--- src/rtl/sonar_ctrl.sv ---
// Ultrasonic ranging controller: fires a trigger pulse, times the synchronised
// echo, and enforces a minimum trigger-to-trigger period between measurements.
module sonar_ctrl #(
    parameter int unsigned TRIG_CYCLES    = 500,
    parameter int unsigned TIMEOUT_CYCLES = 1900000,
    parameter int unsigned PERIOD_CYCLES  = 3000000
) (
    input  logic        clk,
    input  logic        reset,
    input  logic        start,
    input  logic        echo,
    output logic        trig,
    output logic        meas_n,
    output logic        done,
    output logic        timeout,
    output logic        busy,
    output logic [21:0] echo_cycles
);

    localparam int unsigned PH_MAX = (TIMEOUT_CYCLES > TRIG_CYCLES) ? TIMEOUT_CYCLES : TRIG_CYCLES;
    localparam int PW = $clog2(PH_MAX + 1);
    localparam int WW = $clog2(TIMEOUT_CYCLES + 1);
    localparam int RW = $clog2(PERIOD_CYCLES + 1);

    localparam logic [PW-1:0] TRIG_LAST   = PW'(TRIG_CYCLES - 1);
    localparam logic [PW-1:0] WAIT_LAST   = PW'(TIMEOUT_CYCLES - 1);
    localparam logic [WW-1:0] WIDTH_MAX   = WW'(TIMEOUT_CYCLES);
    localparam logic [RW-1:0] PERIOD_LAST = RW'(PERIOD_CYCLES - 1);

    typedef enum logic [2:0] {
        S_IDLE,
        S_TRIG,
        S_WAIT_ECHO,
        S_MEASURE,
        S_HOLDOFF
    } state_t;

    state_t          state, state_nx;
    logic [PW-1:0]   phase_cnt, phase_nx, phase_inc;
    logic [WW-1:0]   width_cnt, width_nx, width_inc;
    logic [RW-1:0]   period_cnt, period_nx, period_inc;
    logic            done_nx, timeout_nx;
    logic [21:0]     echo_cycles_nx;

    logic            echo_s1, echo_s2, echo_d;
    logic            echo_rise;

    // NOTE: all state, including the synchroniser, uses non-blocking assignments
    // so every flop samples pre-edge values; the echo pin is only read via echo_s2.
    always_ff @(posedge clk or negedge reset) begin
        if (!reset) begin
            state       <= S_IDLE;
            phase_cnt   <= '0;
            width_cnt   <= '0;
            period_cnt  <= '0;
            done        <= 1'b0;
            timeout     <= 1'b0;
            echo_cycles <= '0;
            echo_s1     <= 1'b0;
            echo_s2     <= 1'b0;
            echo_d      <= 1'b0;
        end else begin
            state       <= state_nx;
            phase_cnt   <= phase_nx;
            width_cnt   <= width_nx;
            period_cnt  <= period_nx;
            done        <= done_nx;
            timeout     <= timeout_nx;
            echo_cycles <= echo_cycles_nx;
            echo_s1     <= echo;
            echo_s2     <= echo_s1;
            echo_d      <= echo_s2;
        end
    end

    // Saturating increments: no counter is ever allowed to wrap.
    assign phase_inc  = (&phase_cnt)  ? phase_cnt  : phase_cnt  + 1'b1;
    assign width_inc  = (&width_cnt)  ? width_cnt  : width_cnt  + 1'b1;
    assign period_inc = (&period_cnt) ? period_cnt : period_cnt + 1'b1;

    assign echo_rise = echo_s2 & ~echo_d;

    // NOTE: every signal driven here gets a default first, so no path infers a latch.
    always_comb begin
        state_nx       = state;
        phase_nx       = phase_cnt;
        width_nx       = width_cnt;
        period_nx      = period_inc;
        done_nx        = 1'b0;
        timeout_nx     = 1'b0;
        echo_cycles_nx = echo_cycles;

        trig   = (state == S_TRIG);
        meas_n = (state != S_MEASURE);
        busy   = (state != S_IDLE);

        unique case (state)
            S_IDLE: begin
                period_nx = period_cnt;
                if (start) begin
                    state_nx  = S_TRIG;
                    phase_nx  = '0;
                    period_nx = '0;
                end
            end

            S_TRIG: begin
                if (phase_cnt == TRIG_LAST) begin
                    state_nx = S_WAIT_ECHO;
                    phase_nx = '0;
                end else begin
                    phase_nx = phase_inc;
                end
            end

            S_WAIT_ECHO: begin
                // The first cycle is masked so an echo already high on entry never counts.
                if ((phase_cnt != '0) && echo_rise) begin
                    state_nx = S_MEASURE;
                    width_nx = WW'(1);
                end else if (phase_cnt == WAIT_LAST) begin
                    state_nx   = S_HOLDOFF;
                    timeout_nx = 1'b1;
                end else begin
                    phase_nx = phase_inc;
                end
            end

            S_MEASURE: begin
                if (!echo_s2) begin
                    state_nx       = S_HOLDOFF;
                    done_nx        = 1'b1;
                    echo_cycles_nx = 22'(width_cnt);
                end else if (width_cnt == WIDTH_MAX) begin
                    state_nx   = S_HOLDOFF;
                    timeout_nx = 1'b1;
                end else begin
                    width_nx = width_inc;
                end
            end

            S_HOLDOFF: begin
                // Leaving as the counter lands on PERIOD-1 lets IDLE->TRIG close the period exactly.
                if ((period_inc >= PERIOD_LAST) && !echo_s2) begin
                    state_nx = S_IDLE;
                end
            end

            default: begin
                state_nx = S_IDLE;
            end
        endcase
    end

endmodule
--- config.mk ---
export PLATFORM = sky130hd
export DESIGN_NAME = sonar_ctrl
export DESIGN_NICKNAME = d
export VERILOG_FILES = /design/src/rtl/sonar_ctrl.sv
export SDC_FILE = /design/constraint.sdc
export NUM_CORES = 1
export LEC_CHECK = 0
export BUFFER_PORTS_ARGS = -buffer_cell sky130_fd_sc_hd__buf_2
export CORE_ASPECT_RATIO = 1.4
export CORE_MARGIN = 2
export CORE_UTILIZATION = 50
export CTS_BUF_LIST = sky130_fd_sc_hd__clkbuf_8 sky130_fd_sc_hd__clkbuf_16
export DETAILED_ROUTE_END_ITERATION = 8
export PLACE_DENSITY = 0.72
export RECOVER_POWER = 25
export SYNTH_ARGS = -nofsm -noshare
export SYNTH_HDL_FRONTEND = slang
export SYNTH_SLANG_ARGS = --single-unit
--- constraint.sdc ---
create_clock -name clk -period 4.05 [get_ports clk]
set_input_delay 0.81 -clock clk [delete_from_list [all_inputs] [get_ports clk]]
set_output_delay 0.81 -clock clk [all_outputs]
set_load 0.02 [all_outputs]
==> key figures, run 1 <==
Yosys
  – Post-Syn Area: 0.005131 mm^2
  – Count of cell types in the netlist: 71
  – Post-synthesis sequential area ratio: 45.35%
  – Mean Syn Cell Area: 9.591 um^2
  – Gate Count Post-Synth: 535
  – YS warnings: 0
  – Post-synth EDFFs: 0
  – Syn Nets: 544
  – Ys flop type: dfrtp_1
  – Seq cells post-synth: 93
  – FFs w/ async S/R, synth: 100.0%

Timing
  – Slew @ Worst Pin: 1.104 ns
  – F_max: 348.2 MHz
  – RSZ-0062 raised after global routing: false
  – Setup TNS: 0 ns
  – Final setup violation count: 0
  – Worst clock skew: 0.009041 ns
  – Min Clock Period, post-route: 2.872 ns
  – Final Hold Viols: 0
  – Slew Limit Headroom: 26.32%
  – Final period util: 70.90%
  – Max-slew violation count: 0
  – Setup ws final: 1.178 ns

Setup path
  – Critical Path RT: 4.25 ns
  – Worst Setup End Kind: flip-flop
  – WP data arrival: 3.08 ns
  – Startpoint Class: flip-flop
  – R2R setup slack: 1.18 ns
  – CP max FO: 8
  – Critical path class: flip-flop to flip-flop

Clock tree
  – CTS max path bufs: 2
  – Worst-Skew Late Latency: 0.35 ns
  – Hold_buf cts: 0
  – Post-CTS setup buffer count: 0
  – Post-CTS sizing: 0
  – CTS Root Buffer Type: clkbuf_16
  – # H-tree levels: 3
  – TritonCTS Buffers: 9
  – CTS sink cnt: 93
  – Clock transition at the registers of the reported paths: 0.06 ns
  – CTS tree: done

Layout
  – Most frequent cells in the layout: dfrtp_1, nor2_1, nand2_1
  – Post-Layout Cell Count: 694
  – Area Overhead vs Synth: 9.949%
  – Layout cells sized above 1: 16.82%
  – Commonest non-fill, non-tap cell in the layout: dfrtp_1
  – Number of fill cells: 845
  – Antenna diodes: 0
  – Nets: 563
  – FF+latch area: 0.002327 mm^2
  – Multi-input gate area: 0.002619 mm^2

Floorplan
  – Initial Util: 51.55%
  – Die width: 89.62 um
  – Core Box Area: 0.009953 mm^2
  – Ports: 31
  – Die area: 0.01110 mm^2
  – Chip Height: 123.9 um
  – Num rows: 43

Drt
  – # DRC: 0
  – 1st-iter DRT viols: 387
  – Drt pass-1 iters: 6
  – Detail Route Antenna Nets: 0
  – Post-Route WL: 11.63 mm
  – Vias per inst: 6.066
  – Via Count: 4210
  – WL per Instance: 16.76 um

Min path
  – Hold WC Path Type: flip-flop to flip-flop

Global routing
  – Vias in the first global route: 4147
  – Total GRT Usage: 22.47%
  – First-pass GRT wire length: 19.58 mm
  – Antenna violations before repair: 0
  – GRT overflow: 0
  – Largest net degree at the start of global routing: 56

Run status
  – Outcome: complete, no violations

Power
  – Clock power share: 28.9%
  – Leak: 2.492 nW
  – Max VDD drop: 0.2992 mV
  – Net switching power: 1.052 mW
  – Power density over the cells: 495.0 mW/mm^2
  – Combinational power share: 30.4%
  – Tot Pwr: 2.793 mW
  – Switching share of power: 37.68%
  – Sequential Power Share: 40.7%
  – Int Power: 1.740 mW

Place
  – Detail Placement HPWL: 7.950 mm
  – Pre-CTS WS: 1.254 ns
  – I/O Buffers: 29
  – Post-Place Cells: 678
  – Final Wtd Congestion: 0.8898

Run
  – Max Cap Viol: 0
-- critical path, stage by stage, from the launching register on --
cell and delay (ns):
dfrtp_1 0.44, ha_1 0.36, nand4_4 0.15, nor4_2 0.68, a21oi_1 0.21, xnor2_1 0.17
o311a_1 0.35, o2111ai_1 0.22, a41oi_1 0.15
-- through the flow --
step                hold WS [ns]  instance area, um^2  utilization [%]
floorplan                 0.3312                 5131                -
global placement          0.3741                 5353            53.78
CTS                       0.3950                 5642            56.68
finish                    0.3820                 5642            56.68
detailed placement        0.3788                 5353            53.78
global route              0.4082                 5642            56.68
-- Yosys cell counts (16+ instances only) --
cell	instances	share of area, %
clkbuf_1	18	1.3
dfrtp_1	93	45
mux2_2	22	4.8
nand2_1	40	2.9
nand3_1	30	2.9
nand4_1	23	2.8
nor2_1	57	4.2
nor3_1	16	1.6
o21ai_0	31	3.0
xnor2_1	20	3.4
xor2_1	22	3.8
-- routing by layer --
| metal | part of all wire, % | global-route usage, % | up-vias | wire length [um] |
|---|---|---|---|---|
| li1 | - | - | 1974 | - |
| met1 | 41 | 28.04 | 2067 | 4769 |
| met2 | 52 | 37.59 | 140 | 6002 |
| met3 | 4.8 | 3.380 | 29 | 554 |
| met4 | 2.6 | 10.82 | 0 | 302 |
| met5 | 0 | 0 | - | 0 |
-- flip-flops by register name, summed over array words and instances, names as in the netlist --
signal / count
echo_d: 1
width_cnt: 21
echo_cycles: 21
period_cnt: 22
done: 1
echo_s2: 1
phase_cnt: 21
state: 3
timeout: 1
echo_s1: 1
-- cells by family after synthesis --
logic type,synth area share [%]
compound gates,11.83
xor+xnor,7.169
fa+ha+maj,1.219
buf+inv,3.852
flops,45.35
mux,5.218
other cells,0.07308
simple gates,25.29
-- final cells by class --
type	instances	area share (%)
Clock buffer	11	4.480
Clock inverter	5	0.6432
Timing Repair Buffer	35	3.415
Inverter	12	0.7984
Tap cell	135	2.994
Multi-Input combinational cell	403	46.42
Sequential cell	93	41.25
-- final timing paths --
kind / from / end / depth (start not counted)
max: period_cnt[0] / state[2] / 8
min: echo_s1 / echo_s2 / 0
max reg2reg: period_cnt[0] / state[2] / 8
min reg2reg: echo_s1 / echo_s2 / 0
max in group asynchronous: reset / width_cnt[3] / 2
min in group asynchronous: reset / phase_cnt[9] / 1
-- power by group through the flow --
| stage | registers (mW) | logic [mW] | clock network [mW] |
|---|---|---|---|
| floorplan | 1.12 | 0.649 | 0 |
| global placement | 1.15 | 0.823 | 0 |
| detailed placement | 1.15 | 0.836 | 0 |
| CTS | 1.13 | 0.847 | 0.825 |
| global route | 1.15 | 0.940 | 0.859 |
| finish | 1.14 | 0.850 | 0.807 |
Power figures use the tool's default switching activity.
==> run 2: changes to the inputs <==
Settings changed: ABC_AREA set to 1, PLACE_DENSITY 0.72 to 0.71.
Clock period 4.05 ns to 2.9 ns, I/O delays scaled along.
==> key figures, run 2 <==
Layout
  – Post-route cell area: 0.006301 mm^2
  – Post-Layout Cell Count: 939
  – Largest Register: period_cnt
  – Layout cells sized above 1: 14.34%
  – Commonest non-fill, non-tap cell in the layout: nand2_1
  – Max FFs per register: 22
  – Antenna diodes: 0
  – Nets: 800
  – Area Overhead vs Synth: 10.54%
  – Most frequent cells in the layout: nand2_1, dfrtp_1, inv_1

Place
  – I/O Buffers: 29
  – Detail Placement HPWL: 10.80 mm
  – Post-Place Cells: 924
  – Area after DPL: 0.005991 mm^2
  – Pre-CTS WS: 0.2824 ns
  – Final Wtd Congestion: 0.9175

Setup path
  – Bufs and invs on worst path: 4
  – Slowest cell on crit path: dfrtp_1
  – Crit path depth: 12
  – CP delay by family, top: simple AND/OR/NAND/NOR gates
  – Critical Path, Cell by Cell: nor2_1 -> inv_2 -> nor2_1 -> inv_2 -> nor2_4 -> buf_4 -> inv_2 -> nand2_2 -> nand3_1 -> o21ai_1 -> nand2_1 -> nor2_1
  – Worst Setup End Kind: flip-flop
  – Critical Path RT: 3.17 ns
  – Critical path class: flip-flop to flip-flop
  – WP data arrival: 2.82 ns
  – CP max FO: 22
  – Startpoint Class: flip-flop
  – Crit path largest cell delay: 0.43 ns
  – Worst reg2reg path depth: 12

Clock tree
  – CTS tree: done
  – CTS sink cnt: 93
  – TritonCTS Buffers: 9
  – CTS max path bufs: 2
  – Hold_buf cts: 0
  – CTS Root Buffer Type: clkbuf_16
  – Post-CTS setup buffer count: 0
  – Clock transition at the registers of the reported paths: 0.07 ns
  – Worst-Skew Late Latency: 0.34 ns
  – # H-tree levels: 3

Global routing
  – Antenna violations before repair: 0
  – Vias in the first global route: 5055
  – Largest net degree at the start of global routing: 48
  – Total GRT Usage: 24.56%
  – First-pass GRT wire length: 23.98 mm
  – GRT overflow: 0

Power
  – Combinational power share: 30.7%
  – Leak: 2.860 nW
  – Sequential Power Share: 37.4%
  – Max VDD drop: 0.4138 mV
  – Power density over the cells: 642.5 mW/mm^2
  – Switching share of power: 37.44%
  – Int Power: 2.533 mW
  – Clock power share: 31.9%
  – Net switching power: 1.516 mW

Drt
  – WL per Instance: 15.20 um
  – Detail Route Antenna Nets: 0
  – Vias per inst: 5.585
  – Via Count: 5244
  – 1st-iter DRT viols: 351
  – # DRC: 0
  – Drt pass-1 iters: 5
  – Post-Route WL: 14.28 mm

Run
  – Max Cap Viol: 0

Floorplan
  – Initial Util: 50.79%
  – Chip Height: 130.3 um
  – Num rows: 46
  – Die area: 0.01228 mm^2
  – Ports: 31
  – Core Box Area: 0.01122 mm^2
  – Die width: 94.24 um

Yosys
  – Mean Syn Cell Area: 7.491 um^2
  – Syn Nets: 770
  – Post-synth EDFFs: 0
  – Synth top cells by count: nand2_1, dfrtp_1, inv_1
  – Count of cell types in the netlist: 46
  – YS warnings: 0
  – Post-synthesis sequential area ratio: 40.83%
  – Synth top area cells: dfrtp_1, nand2_1, inv_1
  – Synth Area in Simple Gates: 34.02%
  – XOR/XNOR share of the synthesized area: 3.380%
  – Compound-cell area share of the yosys netlist: 11.96%
  – Adder-cell share of the synthesized area: 1.097%
  – Cell taking the most area after synthesis: dfrtp_1
  – Seq cells post-synth: 93
  – FFs w/ async S/R, synth: 100.0%
  – Largest family of logic cells by synthesized area: simple AND/OR/NAND/NOR gates
  – Multiplexer share of the synthesized area: 0%
  – Ys flop type: dfrtp_1
  – Most common cell in the netlist: nand2_1
  – Gate Count Post-Synth: 761
  – Post-Syn Area: 0.005700 mm^2
  – Yosys top cell area share: 40.83%

Run status
  – Outcome: complete, no violations

Timing
  – Setup TNS: 0 ns
  – Slew Limit Headroom: 20.30%
  – Max-slew violation count: 0
  – Final setup violation count: 0
  – Worst clock skew: 0.007377 ns
  – Min Clock Period, post-route: 2.549 ns
  – Setup ws final: 0.3511 ns
  – Final period util: 87.89%
  – F_max: 392.3 MHz
  – RSZ-0062 raised after global routing: false
  – Final Hold Viols: 0
  – Slew @ Worst Pin: 1.195 ns

Min path
  – Hold depth: 1
  – Hold WC Path Type: input pin to flip-flop
run 2: cell types whose count changed in the layout (fill, tap and decap cells not counted), sizes merged, moves of 17 or more:
cell   delta
o21ai    +43
inv      +88
nor2     +30
nand2   +152
mux2     -22
nand3    +17
xnor2    -19
run 2: cell type report:
type                       count  area [um^2]
fill                        1056         4922
clock inverter                 5        83.83
sequential                    93         2327
inverter                     102        390.4
clock buffer                  10        239.0
timing repair buffer          36        195.2
multi-input combinational    549         2885
tap                          144        180.2
run 2: repair_timing:
| action | CTS | global route |
|---|---|---|
| endpoints found under the hold margin | 0 | 0 |
| resized for setup | 0 | 1 |
| setup endpoints to repair | 0 | 3 |
run 2: routing by layer:
metal	GRT usage, %	vias to the layer above	routed length [um]
met5	0	-	0
met4	11.08	0	522
met3	2.540	53	561
met2	42.44	162	7088
met1	30.99	2461	6104
li1	-	2568	-
run 2: power groups by stage:
stage	clock [mW]	combinational, mW	sequential, mW
6_report	1.29	1.24	1.51
3_5_place_dp	0	1.25	1.54
3_3_place_gp	0	1.23	1.53
2_1_floorplan	0	0.906	1.54
4_1_cts	1.31	1.25	1.51
5_1_grt	1.36	1.39	1.53
run 2: path summary, 6_finish.rpt:
kind                            slack, ns      from        endpoint
worst min-delay path                 0.34      echo         echo_s1
max in group asynchronous            0.69     reset    width_cnt[2]
min in group asynchronous            0.46     reset  period_cnt[10]
worst min register to register       0.35   echo_s1         echo_s2
worst max register to register       0.35  state[2]   width_cnt[17]
worst max-delay path                 0.35  state[2]   width_cnt[17]
run 2: per-stage QoR:
step	total power, mW	hold slack, ns	utilization (%)
detailed placement	2.788	0.3358	53.38
CTS	4.076	0.2655	56.25
global route	4.280	0.3477	56.14
floorplan	2.443	0.2844	-
finish	4.049	0.3417	56.14
global placement	2.757	0.3336	53.38
run 2: logic make-up after synthesis:
group                    Yosys count
other                              1
AND/OR/NAND/NOR                  404
flip-flops                        93
AO/OA/AOI/OAI                    117
adder cells (fa/ha/maj)            5
XOR/XNOR                          22
buffers and inverters            119
==> run 3: changes to the inputs <==
Settings changed: RECOVER_POWER 25 to 100.
==> key figures, run 3 (synthesis results as in run 2) <==
Place
  – I/O Buffers: 29
  – Area after DPL: 0.005991 mm^2
  – Final Wtd Congestion: 0.9175
  – Detail Placement HPWL: 10.80 mm
  – Pre-CTS WS: 0.2824 ns

Drt
  – WL per Instance: 15.17 um
  – Vias per inst: 5.536
  – M1 WL: 6.235 mm
  – # DRC: 0
  – Drt pass-1 iters: 4
  – Met2 WL post-DR: 7.057 mm
  – Via Count: 5198
  – Met3 routed WL: 473 um
  – 1st-iter DRT viols: 283
  – Post-Route WL: 14.24 mm
  – Detail Route Antenna Nets: 0
  – Top Metal Used: met4

Floorplan
  – Initial Util: 50.79%
  – Die area: 0.01228 mm^2
  – Ports: 31
  – Core Box Area: 0.01122 mm^2
  – Num rows: 46
  – Die width: 94.24 um
  – Chip Height: 130.3 um

Timing
  – Setup ws final: 0.2607 ns
  – RSZ-0062 raised after global routing: false
  – Slew Limit Headroom: 21.06%
  – Worst clock skew: 0.007512 ns
  – Max-slew violation count: 0
  – Final setup violation count: 0
  – Setup TNS: 0 ns
  – Final period util: 91.01%
  – Hold_ws: 0.3409 ns
  – Min Clock Period, post-route: 2.639 ns
  – Final Hold Viols: 0
  – Slew @ Worst Pin: 1.184 ns
  – F_max: 378.9 MHz

Setup path
  – WP data arrival: 2.91 ns
  – R2R setup slack: 0.26 ns
  – Startpoint Class: flip-flop
  – Critical path class: flip-flop to flip-flop
  – Critical Path RT: 3.17 ns
  – CP max FO: 22
  – Worst Setup End Kind: flip-flop

Global routing
  – Vias in the first global route: 5055
  – First-pass GRT wire length: 23.98 mm
  – Largest net degree at the start of global routing: 48
  – GRT overflow: 0
  – Total GRT Usage: 24.56%
  – Antenna violations before repair: 0

Layout
  – Area Overhead vs Synth: 8.582%
  – Max FFs per register: 22
  – Layout cells sized above 1: 9.057%
  – Commonest non-fill, non-tap cell in the layout: nand2_1
  – Antenna diodes: 0
  – Number of fill cells: 1082
  – Nets: 800
  – Most frequent cells in the layout: nand2_1, dfrtp_1, inv_1
  – Largest Register: period_cnt
  – Post-route cell area: 0.006190 mm^2

Clock tree
  – TritonCTS Buffers: 9
  – CTS max path bufs: 2
  – Clock transition at the registers of the reported paths: 0.07 ns
  – Worst-Skew Late Latency: 0.35 ns
  – CTS sink cnt: 93
  – # H-tree levels: 3
  – CTS Root Buffer Type: clkbuf_16
  – Post-CTS setup buffer count: 0
  – Hold_buf cts: 0
  – CTS tree: done

Power
  – Max VDD drop: 0.4066 mV
  – Leak: 2.720 nW
  – Power density over the cells: 648.2 mW/mm^2

Min path
  – Hold WC Path Type: input pin to flip-flop

Run status
  – Outcome: complete, no violations

Run
  – Max Cap Viol: 0
[run 3: worst paths after layout]
path / from / to / cells after the start
worst max-delay path: state[1] / width_cnt[17] / 12
worst min-delay path: echo / echo_s1 / 1
worst max register to register: state[1] / width_cnt[17] / 12
worst min register to register: echo_s1 / echo_s2 / 0
max in group asynchronous: reset / width_cnt[2] / 2
min in group asynchronous: reset / period_cnt[9] / 1
[run 3: critical path: stages (launching register included)]
cell      delay, ns
dfrtp_1        0.41
inv_1          0.11
nor3_4         0.29
inv_1          0.23
nor2_1         0.17
clkinv_1       0.08
nor2_1         0.28
nand2_2        0.09
nand2_2        0.32
nand3_1        0.22
o21ai_0        0.22
nand2_1        0.07
nor2_1         0.10
[run 3: metal layers]
layer | vias to the layer above | track usage [%]
met1 | 2453 | 30.99
met3 | 41 | 2.540
li1 | 2570 | -
met5 | - | 0
met2 | 134 | 42.44
met4 | 0 | 11.08
[run 3: timing repair]
action                     4_1_cts  5_1_grt
hold endpoints to repair         0        0
gates resized for setup          0        1
setup endpoints to repair        0        3
[run 3: power breakdown]
| group | switching, mW | leakage, nW | total (mW) | internal [mW] |
|---|---|---|---|---|
| clock network | 0.512 | 0.156 | 1.29 | 0.779 |
| registers | 0.104 | 1.27 | 1.51 | 1.41 |
| logic | 0.884 | 1.29 | 1.21 | 0.324 |
| total | 1.50 | 2.72 | 4.01 | 2.51 |
[run 3: area by class of cell]
| cell class | instances | area (um^2) | share of cell area [%] |
|---|---|---|---|
| clock buffer | 10 | 239.0 | 3.861 |
| tap | 144 | 180.2 | 2.911 |
| inverter | 102 | 390.4 | 6.307 |
| multi-input combinational | 549 | 2806 | 45.34 |
| clock inverter | 5 | 83.83 | 1.354 |
| timing repair buffer | 36 | 162.7 | 2.628 |
| sequential | 93 | 2327 | 37.60 |
[run 3: metrics by stage]
stage          util (%)  instances  total power, mW
5_1_grt           55.15        939            4.241
6_report          55.15        939            4.012
4_1_cts           56.25        939            4.076
2_1_floorplan         -        761            2.443
3_5_place_dp      53.38        924            2.788
3_3_place_gp      53.38        924            2.757
